**src/rtl/instr_fetch_if.sv**
```systemverilog
// Fetch-stage bus bundle: PC-controller redirect, instruction-memory
// req/gnt/rvalid port and the instruction handoff to ID.
interface instr_fetch_if #(
    parameter int WIDTH = 32
);
    logic             redirect_i;
    logic [WIDTH-1:0] next_pc_i;
    logic [WIDTH-1:0] fetch_pc_o;
    logic             imem_req_o;
    logic [WIDTH-1:0] imem_addr_o;
    logic             imem_gnt_i;
    logic             imem_rvalid_i;
    logic [WIDTH-1:0] imem_rdata_i;
    logic             valid_o;
    logic [WIDTH-1:0] instr_o;
    logic [WIDTH-1:0] pc_o;
    logic             ready_id_i;

    modport master (
        input  redirect_i, next_pc_i, imem_gnt_i, imem_rvalid_i, imem_rdata_i, ready_id_i,
        output fetch_pc_o, imem_req_o, imem_addr_o, valid_o, instr_o, pc_o
    );

    modport slave (
        output redirect_i, next_pc_i, imem_gnt_i, imem_rvalid_i, imem_rdata_i, ready_id_i,
        input  fetch_pc_o, imem_req_o, imem_addr_o, valid_o, instr_o, pc_o
    );
endinterface

```
**src/rtl/instr_fetch_unit.sv**
```systemverilog
// Instruction fetch: one outstanding imem request, {instr, pc} buffer toward ID,
// flush on redirect with the in-flight response tagged for discard.
module ifu_buf_entry #(
    parameter int WIDTH = 32
) (
    input  logic             clk_i,
    input  logic             we_i,
    input  logic [WIDTH-1:0] instr_i,
    input  logic [WIDTH-1:0] pc_i,
    output logic [WIDTH-1:0] instr_o,
    output logic [WIDTH-1:0] pc_o
);
    logic [WIDTH-1:0] instr_q;
    logic [WIDTH-1:0] pc_q;

    // Payload only; occupancy lives in the parent, so no reset is needed here.
    always_ff @(posedge clk_i) begin
        if (we_i) begin
            instr_q <= instr_i;
            pc_q    <= pc_i;
        end
    end

    assign instr_o = instr_q;
    assign pc_o    = pc_q;
endmodule

module instr_fetch_unit #(
    parameter int               WIDTH      = 32,
    parameter int               FIFO_DEPTH = 2,
    parameter logic [WIDTH-1:0] BOOT_ADDR  = '0
) (
    input logic              clk_i,
    input logic              rst_i,
    instr_fetch_if.master    bus
);
    localparam int PTR_W = $clog2(FIFO_DEPTH);
    localparam int CNT_W = PTR_W + 1;

    logic [WIDTH-1:0] fetch_pc_q, fetch_pc_d;
    logic [WIDTH-1:0] pend_pc_q, pend_pc_d;
    logic             out_q, out_d;
    logic             kill_q, kill_d;
    logic             valid_q, valid_d;
    logic [CNT_W-1:0] count_q, count_d;
    logic [PTR_W-1:0] rd_ptr_q, rd_ptr_d;
    logic [PTR_W-1:0] wr_ptr_q, wr_ptr_d;

    logic             in_flight;
    logic [CNT_W-1:0] occupancy;
    logic             req, grant, resp, push, pop;

    logic [FIFO_DEPTH-1:0]            wr_en;
    logic [FIFO_DEPTH-1:0][WIDTH-1:0] ent_instr;
    logic [FIFO_DEPTH-1:0][WIDTH-1:0] ent_pc;

    // A live (non-killed) outstanding request already owns a buffer slot.
    always_comb begin
        in_flight = out_q && !kill_q;
        occupancy = count_q + CNT_W'(in_flight);
        req   = !rst_i && !bus.redirect_i && (!out_q || bus.imem_rvalid_i)
                && (occupancy < CNT_W'(FIFO_DEPTH));
        grant = req && bus.imem_gnt_i;
        resp  = out_q && bus.imem_rvalid_i;
        push  = resp && !kill_q && !bus.redirect_i;
        pop   = valid_q && bus.ready_id_i && !bus.redirect_i;
    end

    always_comb begin
        fetch_pc_d = fetch_pc_q;
        pend_pc_d  = pend_pc_q;
        out_d      = out_q;
        kill_d     = kill_q;
        count_d    = count_q;
        rd_ptr_d   = rd_ptr_q;
        wr_ptr_d   = wr_ptr_q;

        if (resp) begin
            out_d  = 1'b0;
            kill_d = 1'b0;
        end
        if (grant) begin
            out_d      = 1'b1;
            kill_d     = 1'b0;
            pend_pc_d  = fetch_pc_q;
            fetch_pc_d = fetch_pc_q + WIDTH'(4);
        end

        // Redirect wins over push/pop; a response still in the air gets killed.
        if (bus.redirect_i) begin
            fetch_pc_d = bus.next_pc_i;
            count_d    = '0;
            rd_ptr_d   = '0;
            wr_ptr_d   = '0;
            if (out_q && !bus.imem_rvalid_i) kill_d = 1'b1;
        end else begin
            if (push) wr_ptr_d = wr_ptr_q + PTR_W'(1);
            if (pop)  rd_ptr_d = rd_ptr_q + PTR_W'(1);
            count_d = count_q + CNT_W'(push) - CNT_W'(pop);
        end

        valid_d = (count_d != '0);
    end

    always_ff @(posedge clk_i or posedge rst_i) begin
        if (rst_i) begin
            fetch_pc_q <= BOOT_ADDR;
            pend_pc_q  <= '0;
            out_q      <= 1'b0;
            kill_q     <= 1'b0;
            valid_q    <= 1'b0;
            count_q    <= '0;
            rd_ptr_q   <= '0;
            wr_ptr_q   <= '0;
        end else begin
            fetch_pc_q <= fetch_pc_d;
            pend_pc_q  <= pend_pc_d;
            out_q      <= out_d;
            kill_q     <= kill_d;
            valid_q    <= valid_d;
            count_q    <= count_d;
            rd_ptr_q   <= rd_ptr_d;
            wr_ptr_q   <= wr_ptr_d;
        end
    end

    for (genvar i = 0; i < FIFO_DEPTH; i++) begin : g_buf
        assign wr_en[i] = push && (wr_ptr_q == PTR_W'(i));
        ifu_buf_entry #(.WIDTH(WIDTH)) u_ent (
            .clk_i   (clk_i),
            .we_i    (wr_en[i]),
            .instr_i (bus.imem_rdata_i),
            .pc_i    (pend_pc_q),
            .instr_o (ent_instr[i]),
            .pc_o    (ent_pc[i])
        );
    end

    assign bus.fetch_pc_o  = fetch_pc_q;
    assign bus.imem_req_o  = req;
    assign bus.imem_addr_o = fetch_pc_q;
    assign bus.valid_o     = valid_q;
    assign bus.instr_o     = ent_instr[rd_ptr_q];
    assign bus.pc_o        = ent_pc[rd_ptr_q];
endmodule

```
**src/flat_wrapper.sv**
```systemverilog
// flat-port wrapper written by rule: the top's interface ports become plain ports
module instr_fetch_unit_flat 
#(
    parameter int               WIDTH      = 32,
    parameter int               FIFO_DEPTH = 2,
    parameter logic [WIDTH-1:0] BOOT_ADDR  = '0
)
  (clk_i, rst_i, bus_redirect_i, bus_next_pc_i, bus_imem_gnt_i, bus_imem_rvalid_i, bus_imem_rdata_i, bus_ready_id_i, bus_fetch_pc_o, bus_imem_req_o, bus_imem_addr_o, bus_valid_o, bus_instr_o, bus_pc_o);
  instr_fetch_if #(.WIDTH(WIDTH)) bus_i ();
  input logic clk_i;
  input logic rst_i;
  input wire logic [$bits(bus_i.redirect_i)-1:0] bus_redirect_i;
  input wire logic [$bits(bus_i.next_pc_i)-1:0] bus_next_pc_i;
  input wire logic [$bits(bus_i.imem_gnt_i)-1:0] bus_imem_gnt_i;
  input wire logic [$bits(bus_i.imem_rvalid_i)-1:0] bus_imem_rvalid_i;
  input wire logic [$bits(bus_i.imem_rdata_i)-1:0] bus_imem_rdata_i;
  input wire logic [$bits(bus_i.ready_id_i)-1:0] bus_ready_id_i;
  output wire logic [$bits(bus_i.fetch_pc_o)-1:0] bus_fetch_pc_o;
  output wire logic [$bits(bus_i.imem_req_o)-1:0] bus_imem_req_o;
  output wire logic [$bits(bus_i.imem_addr_o)-1:0] bus_imem_addr_o;
  output wire logic [$bits(bus_i.valid_o)-1:0] bus_valid_o;
  output wire logic [$bits(bus_i.instr_o)-1:0] bus_instr_o;
  output wire logic [$bits(bus_i.pc_o)-1:0] bus_pc_o;
  assign bus_i.redirect_i = bus_redirect_i;
  assign bus_i.next_pc_i = bus_next_pc_i;
  assign bus_i.imem_gnt_i = bus_imem_gnt_i;
  assign bus_i.imem_rvalid_i = bus_imem_rvalid_i;
  assign bus_i.imem_rdata_i = bus_imem_rdata_i;
  assign bus_i.ready_id_i = bus_ready_id_i;
  assign bus_fetch_pc_o = bus_i.fetch_pc_o;
  assign bus_imem_req_o = bus_i.imem_req_o;
  assign bus_imem_addr_o = bus_i.imem_addr_o;
  assign bus_valid_o = bus_i.valid_o;
  assign bus_instr_o = bus_i.instr_o;
  assign bus_pc_o = bus_i.pc_o;
  instr_fetch_unit #(.WIDTH(WIDTH), .FIFO_DEPTH(FIFO_DEPTH), .BOOT_ADDR(BOOT_ADDR)) u_core (.clk_i(clk_i), .rst_i(rst_i), .bus(bus_i));
endmodule
```
**config.mk**
```make
export PLATFORM = sky130hd
export DESIGN_NAME = instr_fetch_unit_flat
export DESIGN_NICKNAME = d
export VERILOG_FILES = /design/src/rtl/instr_fetch_if.sv /design/src/rtl/instr_fetch_unit.sv /design/src/flat_wrapper.sv
export SDC_FILE = /design/constraint.sdc
export NUM_CORES = 1
export LEC_CHECK = 0
export BUFFER_PORTS_ARGS = -buffer_cell sky130_fd_sc_hd__buf_4
export CAP_MARGIN = 40
export CORE_AREA = 3 3 134 136
export CTS_CLUSTER_SIZE = 12
export DETAILED_ROUTE_END_ITERATION = 8
export DIE_AREA = 0 0 137 139
export PLACE_DENSITY = 0.72
export SLEW_MARGIN = 25
export SYNTH_ARGS = -nofsm -noshare
export SYNTH_HDL_FRONTEND = slang
export SYNTH_HIERARCHICAL = 1
export SYNTH_SLANG_ARGS = --single-unit
```
**constraint.sdc**
```tcl
create_clock -name clk_i -period 8.9 [get_ports clk_i]
set_clock_uncertainty 0.05 [all_clocks]
set_input_delay 0 -clock clk_i [delete_from_list [all_inputs] [get_ports clk_i]]
set_output_delay 0 -clock clk_i [all_outputs]
set_load 0.01 [all_outputs]
```
==> results of run 1 <==
[layout by cell type, fill, tap and decap left out, types with 4 or more instances in the layout]
cell type	synthesis	layout
sky130_fd_sc_hd__a211oi_1	4	4
sky130_fd_sc_hd__a31oi_1	16	16
sky130_fd_sc_hd__buf_16	0	4
sky130_fd_sc_hd__buf_4	35	202
sky130_fd_sc_hd__bufinv_16	0	4
sky130_fd_sc_hd__clkbuf_16	0	17
sky130_fd_sc_hd__dfrtp_1	71	70
sky130_fd_sc_hd__dlygate4sd3_1	0	77
sky130_fd_sc_hd__edfxtp_1	128	128
sky130_fd_sc_hd__inv_1	10	9
sky130_fd_sc_hd__mux2_2	97	97
sky130_fd_sc_hd__nand2_1	28	28
sky130_fd_sc_hd__nand3_1	21	21
sky130_fd_sc_hd__nand4_1	9	9
sky130_fd_sc_hd__nor2_1	30	29
sky130_fd_sc_hd__nor2b_1	6	6
sky130_fd_sc_hd__nor3_1	4	4
sky130_fd_sc_hd__o21ai_0	13	13
sky130_fd_sc_hd__o31ai_1	10	10
sky130_fd_sc_hd__or4_1	8	8
sky130_fd_sc_hd__xnor2_1	7	7
[Yosys cell counts, types with 2 or more instances]
cell type / count / area [um2]
sky130_fd_sc_hd__ha_1: 3 / 37.5
sky130_fd_sc_hd__nor2b_1: 6 / 37.5
sky130_fd_sc_hd__a31oi_1: 16 / 100
sky130_fd_sc_hd__o41ai_1: 3 / 26.3
sky130_fd_sc_hd__buf_2: 2 / 10.0
sky130_fd_sc_hd__and3_1: 4 / 25.0
sky130_fd_sc_hd__nand4bb_1: 2 / 22.5
sky130_fd_sc_hd__inv_1: 10 / 37.5
sky130_fd_sc_hd__or2_2: 2 / 12.5
sky130_fd_sc_hd__nand2_1: 28 / 105
sky130_fd_sc_hd__and4_1: 2 / 17.5
sky130_fd_sc_hd__edfxtp_1: 128 / 3840
sky130_fd_sc_hd__dfrtp_1: 71 / 1780
sky130_fd_sc_hd__nand4b_1: 2 / 17.5
sky130_fd_sc_hd__a22oi_1: 3 / 22.5
sky130_fd_sc_hd__xnor2_1: 7 / 61.3
sky130_fd_sc_hd__or3_2: 2 / 15.0
sky130_fd_sc_hd__a21oi_1: 2 / 10.0
sky130_fd_sc_hd__a21o_1: 2 / 15.0
sky130_fd_sc_hd__a211oi_1: 4 / 30.0
sky130_fd_sc_hd__mux2_2: 97 / 1090
sky130_fd_sc_hd__buf_4: 35 / 263
sky130_fd_sc_hd__o311ai_0: 3 / 26.3
sky130_fd_sc_hd__nand4_1: 9 / 56.3
sky130_fd_sc_hd__o31ai_1: 10 / 75.1
sky130_fd_sc_hd__o21ai_0: 13 / 65.1
sky130_fd_sc_hd__nand3_1: 21 / 105
sky130_fd_sc_hd__clkbuf_1: 18 / 67.6
sky130_fd_sc_hd__nand4_4: 2 / 42.5
sky130_fd_sc_hd__nor2_1: 30 / 113
sky130_fd_sc_hd__or4_1: 8 / 60.1
sky130_fd_sc_hd__nor3_1: 4 / 20.0
sky130_fd_sc_hd__xor2_1: 2 / 17.5
[metal layers]
metal / vias up / part of all wire (%) / track usage, %
met5: - / 0 / 0
met4: 0 / 1.8 / 6.09
met3: 26 / 6.3 / 3.88
met2: 216 / 51 / 34.5
met1: 2778 / 41 / 25.3
li1: 2614 / - / -
[registers in the layout (all words and copies together) (netlist names)]
| name | flops |
|---|---|
| u_core/bus.fetch_pc_o | 32 |
| u_core/bus.valid_o | 1 |
| u_core/count_q | 2 |
| u_core/g_buf.u_ent/instr_o | 64 |
| u_core/g_buf.u_ent/pc_o | 64 |
| u_core/kill_q | 1 |
| u_core/out_q | 1 |
| u_core/pend_pc_q | 32 |
| u_core/rd_ptr_q | 1 |
| u_core/wr_ptr_q | 1 |
[worst min path at each step]
stage / cells past startpoint / end / from / slack [ns]
2_1_floorplan: 1 / u_core/count_q[0]$_DFF_PP0_ / bus_redirect_i / 0.02
3_3_place_gp: 1 / u_core/g_buf[1].u_ent/instr_o[20]$_DFFE_PP_ / bus_imem_rdata_i[20] / 0.14
3_5_place_dp: 3 / u_core/bus.fetch_pc_o[9]$_DFFE_PP0P_ / rst_i / 0.03
4_1_cts: 5 / u_core/bus.fetch_pc_o[11]$_DFFE_PP0P_ / bus_imem_gnt_i / 0.05
5_1_grt: 5 / u_core/bus.fetch_pc_o[11]$_DFFE_PP0P_ / bus_imem_gnt_i / 0.08
6_report: 5 / u_core/bus.fetch_pc_o[11]$_DFFE_PP0P_ / bus_imem_gnt_i / 0.07
[worst register-to-register path, cell delays in order (launching register included)]
cell and delay (ns):
sky130_fd_sc_hd__dfrtp_1 0.41, sky130_fd_sc_hd__nor2b_1 0.20, sky130_fd_sc_hd__nand4_2 0.29, sky130_fd_sc_hd__a21o_1 0.50, sky130_fd_sc_hd__nor2_4 0.55, sky130_fd_sc_hd__buf_16 0.23, sky130_fd_sc_hd__mux2_2 0.35
[cell families (layout without fill, tap and decap cells)]
kind of cell / after synthesis / after routing / share of synthesized area [%]
mux: 99 / 99 / 13.3
fa+ha+maj: 3 / 3 / 0.448
compound gates: 62 / 62 / 5.01
flops: 199 / 199 / 67.0
xor+xnor: 9 / 9 / 0.940
buf+inv: 66 / 327 / 4.55
simple gates: 130 / 130 / 8.74
[per-stage QoR]
stage | instances | hold slack (ns) | util [%]
3_3_place_gp | 939 | 0.136 | 57.8
3_5_place_dp | 944 | 0.0330 | 58.5
2_1_floorplan | 568 | 0.0229 | -
5_1_grt | 1054 | 0.0827 | 66.8
6_report | 1054 | 0.0729 | 66.8
4_1_cts | 1053 | 0.0515 | 66.7
[report_power, final]
| group | switching (mW) | internal, mW |
|---|---|---|
| Combinational | 0.129 | 0.171 |
| Sequential | 0.0681 | 1.07 |
| Clock | 0.325 | 0.474 |
| Total | 0.522 | 1.72 |
[layout make-up]
class	instances	area, um2
flip-flops and latches	199	5620
repair buffers	285	2430
multi-input cells	303	2400
clock buffers	18	429
inverters	10	38.8
fillers	1244	5660
clock inverters	14	195
well taps	225	282
==> run summary, run 1 <==
The run finished with clean final reports. Yosys mapped a number of flops with a built-in enable equal to 128. The tools report the number of cells upsized or downsized after cts as 0.

Power per cell area: 197 nW/um2. The number of nets in the synthesized netlist is 641. Via count of the first global-routing pass: 5641. STA classifies the critical path startpoint as an input pin.

The number of distinct library cells after synthesis is 50. The gate count after technology mapping is 568, and the synthesis-stage register bit count is 199. After the first detailed-routing iteration, the DRC count stood at 321. The first TritonRoute pass finished after 5 iterations. Data on the critical path arrives at its endpoint at 3.04 ns. The clock period could shrink to 2.78 ns. The Yosys step of the flow raised 6 warnings. The placement-stage cell area was 9980 um2; the number of cells traversed by the worst register-to-register path was 6. Traced cell by cell, the critical path runs through dlygate4sd3_1 -> buf_4 -> clkinv_2 -> buf_4 -> buf_16 -> nand2_1 -> a21o_1 -> nor2_4 -> buf_16 -> mux2_2.

The cell area after layout was 11400 um2. The number of buffer and inverter instances along the worst setup path works out to 6. IR analysis of the VDD net gives a maximum drop of 0.139 mV. The first global-routing pass estimated 29300 um of wire. The final critical path takes up 31.3% of the cycle. Hold repair after CTS inserted 77 buffers. In this run the tool buffered the top-level ports with 199 buffer cells. Sequential cells were found to cover 67.0% of the synthesized design area. The prevailing post-synth register cell was sky130_fd_sc_hd__edfxtp_1. The tools report the end of the critical path as u_core/pend_pc_q[21]$_DFFE_PP0P_. Among all stages on the critical path, the largest delay is contributed by sky130_fd_sc_hd__nor2_4. Buffers inserted during clock tree synthesis total 17.

For the initial core utilization, the log shows 49.2%. The number of primary I/O pins is 200, and the worst slew margin relative to its limit is 53.4%. After detailed routing, the number of remaining DRC violations is 0.

The core region area is 17100 um2. Once the clock tree was built, the setup fixing pass inserted 0 buffers. The highest attainable clock frequency was 359 MHz; the layout cell share with drive strength beyond 1 was 42.3%.

The run gives 12700 um as the placed wire-length estimate. The run gives 6.21 ns as the setup slack after placement. The setup path with the least slack is of type in -> reg. For the pin count of the biggest net entering global routing, the log shows 63.

The die height was 139 um; the clock edge transition at the registers on the reported setup and hold paths was 0.07 ns. The tools report the overall power of the completed layout as 2.24 mW. The tools report the global-route total usage across every layer as 20.0%. Layout overhead on the synthesized area: 35.9%.

The count of max-cap constraint violations came out at 0. For the number of clock sinks, the log shows 199. The worst register-to-register path has a setup slack of 6.21 ns. The run gives 6.12 ns as the worst setup margin. The tools report the number of antenna repair diodes as 0.

The endpoint identified for the worst register-to-register timing path is u_core/pend_pc_q[21]$_DFFE_PP0P_. Clock latency on the worst-skew pair, taken at its later pin, is 0.42 ns. The final-report hold violation count is 0, and the count of standard-cell rows is 48. The run gives 0 as the number of max-slew violations in the final report. CTS built an H-tree with a depth of 4. The total overflow left after global routing is 0. After routing, the total negative slack on setup checks comes to 0 ns. Clock tree synthesis selected as its root buffer the cell sky130_fd_sc_hd__clkbuf_16.

The slew at the pin with the worst max-slew slack is 0.699 ns, and the average routed wire per standard cell is 18.2 um. Dividing the synthesized area by the synthesized cell count gives 14.8 um2. Using the TritonRoute via totals, the vias-per-cell ratio works out to 5.35. The critical path depth in cells works out to 10.

In this run the deepest clock path goes through 2 buffers. Among cell families on the critical path, the largest total delay comes from buffers and inverters. The number of vias in the routed layout was 5634; the die width was 137 um. STA puts the critical path data required time at 9.15 ns. The worst register-to-register path begins at u_core/kill_q$_DFF_PP0_. Start point of the critical path: rst_i. The initial antenna violation count was 0; the routability congestion estimate was 0.818.

The count of nets left with antenna violations once routing finished came out at 0. The die covers 19000 um2. The synthesized netlist occupies a cell area of 8390 um2. For this design the static power due to leakage is 4.43 nW. Setup violations remaining at the end of the flow were counted as 0.

The endpoint kind of the worst setup timing path is a flip-flop. The peak per-stage delay on the critical path was 0.55 ns; the post-synthesis async set-or-reset flop share was 35.7%. TritonCTS built the clock tree. In this run the worst path has a maximum fanout of 49. The run gives 889 as the number of nets in the layout.

The total detailed-routing wirelength is 19200 um. Setup repair after global routing left no endpoint under its margin. The kind of path behind the tightest hold check was in -> reg.
(Power assumes the default switching activity.)
==> run 2, diff against run 1 <==
==> constraint.sdc (replaced) <==
create_clock -name clk_i -period 2.69 [get_ports clk_i]
set_clock_uncertainty 0.05 [all_clocks]
set_input_delay 0 -clock clk_i [delete_from_list [all_inputs] [get_ports clk_i]]
set_output_delay 0 -clock clk_i [all_outputs]
set_load 0.01 [all_outputs]
==> run 2 against run 1 <==
  * Final cell count about the same
  * Critical path depth decreased by 4
  * Sequential share of layout area increased by 0.31 points
==> run summary, run 2 (synthesis gave the netlist of run 1 again) <==
The run finished with clean final reports. The run gives 1.74 mW (+230%) as the switching power total. Number of levels the H-tree was split into: 4 (unchanged). The number of cells upsized or downsized after cts was 0 (unchanged); the clock tree buffer depth was 2 (unchanged). STA classifies the critical path startpoint as a flip-flop.

The global-route total usage across every layer is 20.5% (+0.56 points), and the number of primary I/O pins is 200 (unchanged). The fraction of power consumed by the clock network is 35.9% (+0.3 points). For the met1 capacity usage during global routing, the log shows 26.1% (+0.79 points).

The tree is rooted in a sky130_fd_sc_hd__clkbuf_16. The final-report hold violation count came out at 0 (unchanged). The post-route antenna net violation count was 0 (unchanged); the internal power component was 5.68 mW (+230%).

The part of the power in combinational logic is 13.2% (-0.2 points), and the fraction of met2 tracks used by global routing is 34.9% (+0.36 points). The run gives 1243 (-0.080%) as the layout filler cell count. The pin count of the biggest net entering global routing was 44 (-30%); the power per cell area was 655 nW/um2 (+230%). The run gives 0 ns (unchanged) as the summed negative setup slack over all endpoints. Placed wire-length estimate: 13000 um (+1.8%). The number of cells traversed by the worst register-to-register path is 6 (unchanged). The clock edge transition at the registers on the reported setup and hold paths is 0.07 ns (about the same). The commonest non-fill, non-tap cell in the layout is sky130_fd_sc_hd__buf_4. For the routability congestion estimate, the log shows 0.865 (+5.8%). Number of max-slew violations in the final report: 0 (unchanged). The cell area after layout was 11300 um2 (-0.61%); the area of combinational cells with multiple inputs was 2400 um2 (unchanged). Core region area: 17100 um2 (unchanged).

The number of buffers added by the clock tree synthesis step was 17 (unchanged); the switching power as a share of total power was 23.4% (+0.15 points). The tools report the critical path arrival as 2.56 ns (-0.48 ns). The data required time of the critical path was 2.98 ns (-6.17 ns). Compared with the post-synthesis result, the final layout area differs by 35.1%.

Area taken by flip-flops and latches: 5620 um2 (unchanged). Final critical delay including setup and external delays: 2.27 ns. The run gives 5673 (+0.69%) as the number of vias in the routed layout. The highest ir drop seen on vdd was 0.467 mV (+240%).

The total detailed-routing wirelength is 19400 um (+0.80%). TritonCTS built the clock tree. The leakage dissipation was 4.42 nW (-0.38%); the number of DRC markers in iteration 0 was 374 (+17%). The highest fanout seen on the critical path was 12 (-76%); the slew at the pin with the worst max-slew slack was 0.553 ns (-0.146 ns).

The run gives 0 (unchanged) as the number of endpoints failing setup at the final stage. Setup repair after global routing left no endpoint under its margin. The logs give 9960 um2 (-0.23%) for the placement-stage cell area and 50.9% (about the same) for the sequential fraction of design power. For the initial antenna violation count, the log shows 0 (unchanged).

The path class of the tightest hold or removal check is in -> reg. The later-pin clock latency in the skew report is 0.43 ns (about the same), and the post-route clock period utilization is 84.5%. Number of nets in the layout: 890 (+0.11%).

The met3 track demand over resource in global routing is 5.62% (+1.7 points). The die width works out to 137 um (unchanged). For this run, the top clock speed supported by timing is 440 MHz.

The die height works out to 139 um (unchanged). The sum of overflow across all layers after global routing is 0 (unchanged). For the area of the die, the log shows 19000 um2 (unchanged). The post-detailed-route via-to-cell ratio was 5.38 (+0.60%); the layout cell share with drive strength beyond 1 was 42.9% (+0.55 points).

The run gives 0 (unchanged) as the post-detailed-route DRC marker count. The number of clock sinks is 199 (unchanged). The type of the worst setup path is reg -> reg. The hold path depth was 5 (unchanged); the worst slew margin relative to its limit was 63.1% (+9.6 points).

For the via count of the first global-routing pass, the log shows 5725 (+1.5%). The detailed-routing iteration count for the pre-antenna-repair pass came out at 5 (unchanged). The count of buffers inserted at the top-level ports was 199 (unchanged). For the count of max-cap constraint violations, the log shows 0 (unchanged). The run gives 30200 um (+3.1%) as the wire length of the first global-routing pass. Leaving out fill and tap cells, the most frequent cells in the layout are sky130_fd_sc_hd__buf_4, sky130_fd_sc_hd__edfxtp_1, sky130_fd_sc_hd__mux2_2.

The initial core utilization is 49.2% (unchanged). The average routed wire per standard cell was 18.4 um (+0.71%); the number of buffers added for setup after CTS was 0 (unchanged). The most heavily used metal layer in global routing is met2. The logs give 0 (unchanged) for the number of antenna repair diodes and 48 (unchanged) for the count of standard-cell rows. The worst setup path is captured at a flip-flop.
-- run 2: cell types whose count changed in the layout (fill, tap and decap cells not counted), sizes merged --
cell and delta:
clkbuf +1, dlygate4sd3 -3, clkinvlp +2, clkinv -3, buf +4
-- run 2: power by group through the flow --
stage	Sequential [mW]	Clock, mW	Combinational, mW
global placement	3.81	0	0.872
finish	3.77	2.67	0.981
detailed placement	3.84	0	0.894
CTS	3.77	2.72	0.987
global route	3.81	2.84	1.06
floorplan	3.78	0	0.521
-- run 2: per-layer routing --
metal / vias to the layer above / wire length [um]
met4: 0 / 187
met1: 2801 / 7900
li1: 2614 / -
met2: 246 / 9750
met5: - / 0
met3: 12 / 1530
-- run 2: what timing repair did --
item | 4_1_cts | 5_1_grt
hold buffers | 74 | 0
setup endpoints to repair | 0 | 0
hold endpoints to repair | 135 | 0
-- run 2: path summary, 6_finish.rpt --
| path | start | end | slack, ns |
|---|---|---|---|
| worst max-delay path | u_core/kill_q$_DFF_PP0_ | u_core/bus.fetch_pc_o[27]$_DFFE_PP0P_ | 0.42 |
| worst min-delay path | bus_imem_gnt_i | u_core/bus.fetch_pc_o[13]$_DFFE_PP0P_ | 0.09 |
| worst max register to register | u_core/kill_q$_DFF_PP0_ | u_core/bus.fetch_pc_o[27]$_DFFE_PP0P_ | 0.42 |
| worst min register to register | u_core/pend_pc_q[15]$_DFFE_PP0P_ | u_core/g_buf[1].u_ent/pc_o[15]$_DFFE_PP_ | 0.42 |
| max in group asynchronous | rst_i | u_core/pend_pc_q[13]$_DFFE_PP0P_ | 1.78 |
| min in group asynchronous | rst_i | u_core/pend_pc_q[16]$_DFFE_PP0P_ | 0.23 |
-- run 2: worst max-delay path, cell delays in order (launching register included) --
cell and delay, ns:
sky130_fd_sc_hd__dfrtp_1 0.41, sky130_fd_sc_hd__nor2b_1 0.20, sky130_fd_sc_hd__nand4_2 0.28, sky130_fd_sc_hd__a21o_1 0.34, sky130_fd_sc_hd__buf_4 0.22, sky130_fd_sc_hd__or4_1 0.51
sky130_fd_sc_hd__a31oi_1 0.17
-- run 2: area by class of cell --
cell class	instances	share of cell area, %
sequential	199	49.6
inverter	10	0.364
clock buffer	19	3.82
timing repair buffer	286	20.8
clock inverter	13	1.71
multi-input combinational	303	21.2
tap	225	2.48
-- run 2: stage by stage --
| stage | instances | hold slack (ns) | util, % | total power [mW] | worst slack (ns) |
|---|---|---|---|---|---|
| final | 1055 | 0.0871 | 66.4 | 7.42 | 0.416 |
| after global routing | 1055 | 0.119 | 66.4 | 7.72 | 0.274 |
| after CTS | 1055 | 0.0630 | 66.4 | 7.48 | 0.438 |
| after detailed placement | 949 | 0.138 | 58.4 | 4.73 | 0.465 |
| after global placement | 948 | 0.135 | 58.3 | 4.69 | 0.536 |
| after floorplan | 568 | 0.0229 | - | 4.30 | 0.00529 |
==> run 3, diff against run 2 <==
--- a/config.mk
+++ b/config.mk
@@ -7,10 +7,10 @@
 export LEC_CHECK = 0
 export BUFFER_PORTS_ARGS = -buffer_cell sky130_fd_sc_hd__buf_4
 export CAP_MARGIN = 40
-export CORE_AREA = 3 3 134 136
+export CORE_AREA = 3 3 137 139
 export CTS_CLUSTER_SIZE = 12
 export DETAILED_ROUTE_END_ITERATION = 8
-export DIE_AREA = 0 0 137 139
+export DIE_AREA = 0 0 140 142
 export PLACE_DENSITY = 0.72
 export SLEW_MARGIN = 25
 export SYNTH_ARGS = -nofsm -noshare
==> constraint.sdc (replaced) <==
create_clock -name clk_i -period 2.05 [get_ports clk_i]
set_clock_uncertainty 0.05 [all_clocks]
set_input_delay 0 -clock clk_i [delete_from_list [all_inputs] [get_ports clk_i]]
set_output_delay 0 -clock clk_i [all_outputs]
set_load 0.01 [all_outputs]
==> run 3 against run 2 <==
  * The run now ends with setup timing left
  * Final cell count up 4.7%
  * Die area increased by 4.4%
  * Utilization rose by 0.73 points
  * Clock power rose by 24%
  * Clock-buffer cell count rose by 3
  * Sequential power rose by 30%
  * Maximum frequency is 9.2% higher
  * Largest cell class unchanged
==> run summary, run 3 (synthesis gave the netlist of run 1 again) <==
The tools report the initial antenna violation count as 0 (unchanged). For the post-detailed-route DRC marker count, the log shows 0 (unchanged). The final reports fail on setup timing.

Final-report hold violation count: 0 (unchanged). The number of antenna repair diodes is 0 (unchanged), and the pin count of the biggest net entering global routing is 48 (+9.1%). The clock edge transition at the registers on the reported setup and hold paths came out at 0.07 ns (about the same). Layout overhead on the synthesized area: 42.4%.

TritonCTS built the clock tree. The slew at the pin with the worst max-slew slack is 0.561 ns (+0.00886 ns), and the routability congestion estimate is 0.900 (+4.0%). The part of the power in combinational logic is 16.5% (+3.3 points). The die width works out to 140 um (+2.2%).

The number of max-slew violations in the final report came out at 0 (unchanged). STA classifies the critical path startpoint as a flip-flop. The wire length of the first global-routing pass was 31700 um (+4.9%). The run gives 17 (unchanged) as the number of buffers added by the clock tree synthesis step. The number of primary I/O pins was 200 (unchanged); the highest ir drop seen on vdd was 0.610 mV (+31%).

The run gives 49 (+2.1%) as the count of standard-cell rows. The post-route antenna net violation count is 0 (unchanged). Highest fanout seen on the critical path: 6 (-6). The run gives 5 (unchanged) as the detailed-routing iteration count for the pre-antenna-repair pass. The sequential fraction of design power was 49.9% (-1.0 points); the leakage dissipation was 4.76 nW (+7.8%). Sum of overflow across all layers after global routing: 0 (unchanged).

The post-detailed-route via-to-cell ratio came out at 5.33 (-0.87%). The run gives 20.3% (-0.20 points) as the global-route total usage across every layer. The setup path with the least slack is of type reg -> reg. For the number of levels the H-tree was split into, the log shows 4 (unchanged). The switching power as a share of total power works out to 24.4% (+1.0 points). The tools report the critical path arrival as 2.35 ns (-0.21 ns). The highest attainable clock frequency was 480 MHz (+9.2%). The tools report the fraction of power consumed by the clock network as 33.6% (-2.3 points). The library cell used most frequently in the layout, excluding fill and tap cells, is sky130_fd_sc_hd__buf_4. The internal power component is 7.42 mW (+30%), and the number of nets in the layout is 936 (+5.2%). The logs give 47.2% (-2.0 points) for the initial core utilization and 21000 um (+8.3%) for the total detailed-routing wirelength. The logs give 2.40 mW (+38%) for the switching power total and 17800 um2 (+4.2%) for the core region area.

The minimum hold slack came out at 0.0907 ns (+0.00355 ns). Setup repair after global routing could not meet its margin everywhere. The clock tree buffer depth was 2 (unchanged); the power per cell area was 822 nW/um2 (+25%).

The post-route clock period utilization works out to 102% (+17 points). The number of clock sinks is 199 (unchanged). For the count of max-cap constraint violations, the log shows 0 (unchanged). The run finished, with violations left. STA classifies the critical path endpoint as a flip-flop. Die height: 142 um (+2.2%). The logs give 13600 um (+5.2%) for the placed wire-length estimate and 6033 (+5.4%) for the via count of the first global-routing pass. The logs give 24 (+24) for the number of endpoints failing setup at the final stage and 62.6% (-0.49 points) for the worst slew margin relative to its limit. Number of DRC markers in iteration 0: 375 (+0.27%). Number of vias in the routed layout: 5890 (+3.8%). The average routed wire per standard cell was 19.0 um (+3.4%); the layout cell share with drive strength beyond 1 was 47.9% (+5.1 points).

The worst setup margin was -0.0318 ns (-0.447 ns). The kind of path behind the tightest hold check is in -> reg. The data required time of the critical path was 2.32 ns (-0.66 ns). The area of the die was 19900 um2 (+4.4%); the setup slack after placement was 0.0277 ns (-0.437 ns). Leaving out fill and tap cells, the most frequent cells in the layout are sky130_fd_sc_hd__buf_4, sky130_fd_sc_hd__edfxtp_1, sky130_fd_sc_hd__mux2_2. The later-pin clock latency in the skew report is 0.43 ns (about the same). The count of buffers inserted at the top-level ports is 199 (unchanged). Clock root buffer: sky130_fd_sc_hd__clkbuf_16. Final critical delay including setup and external delays: 2.08 ns (-0.193 ns).
==> run 3: path summary, 6_finish.rpt <==
kind / startpoint / to / slack [ns] / cells past startpoint
setup reg to reg: u_core/count_q[1]$_DFF_PP0_ / u_core/pend_pc_q[6]$_DFFE_PP0P_ / -0.03 / 8
setup / recovery: u_core/count_q[1]$_DFF_PP0_ / u_core/pend_pc_q[6]$_DFFE_PP0P_ / -0.03 / 8
max in group asynchronous: rst_i / u_core/pend_pc_q[25]$_DFFE_PP0P_ / 1.09 / 5
hold reg to reg: u_core/pend_pc_q[0]$_DFFE_PP0P_ / u_core/g_buf[0].u_ent/pc_o[0]$_DFFE_PP_ / 0.42 / 0
min in group asynchronous: rst_i / u_core/bus.fetch_pc_o[5]$_DFFE_PP0P_ / 0.27 / 4
hold / removal: bus_imem_gnt_i / u_core/bus.fetch_pc_o[4]$_DFFE_PP0P_ / 0.09 / 5
==> run 3: power by group through the flow <==
stage	combinational [mW]	clock, mW	sequential [mW]
floorplan	0.689	0	4.96
global placement	1.33	0	4.94
detailed placement	1.37	0	4.97
CTS	1.48	3.37	4.88
global route	1.73	3.53	4.94
finish	1.62	3.30	4.90
==> run 3: through the flow <==
step	TNS, ns	utilization, %	total power, mW	instance area, um2	cells
after global placement	0	58.2	6.26	10300	993
after CTS	0	65.5	9.74	11600	1094
final	-0.276	67.2	9.81	11900	1105
after floorplan	-10.21	-	5.65	8420	568
after detailed placement	0	58.3	6.34	10400	994
after global routing	-1.51	67.2	10.2	11900	1105
==> run 3: layout make-up <==
cell class | count | area, um2
multi-input cells | 303 | 2540
clock buffers | 22 | 518
inverters | 10 | 41.3
well taps | 229 | 287
flip-flops and latches | 199 | 5630
clock inverters | 10 | 80.1
repair buffers | 332 | 2850
fillers | 1234 | 5840
==> run 3: repair_timing <==
action,4_1_cts,5_1_grt
hold endpoints to repair,140,0
resized for setup,2,37
gates cloned,0,4
endpoints found under the setup margin,3,9
pin swaps,2,5
hold buffers,68,0
setup buffers,0,7
==> run 3: per-layer routing <==
layer  vias to the layer above  global-route usage, %  wire, um
li1                       2705                      -         -
met1                      2901                   26.2      8850
met2                       257                   34.9     10400
met3                        27                   4.17      1320
met4                         0                   6.32       374
met5                         -                      0         0
==> run 3: critical path, stage by stage (launching register included) <==
cell                        delay (ns)
sky130_fd_sc_hd__dfrtp_1          0.42
sky130_fd_sc_hd__buf_6            0.14
sky130_fd_sc_hd__o22a_4           0.24
sky130_fd_sc_hd__a21o_4           0.25
sky130_fd_sc_hd__buf_6            0.12
sky130_fd_sc_hd__nor2_4           0.13
sky130_fd_sc_hd__buf_4            0.15
sky130_fd_sc_hd__clkbuf_16        0.14
sky130_fd_sc_hd__mux2_2           0.33
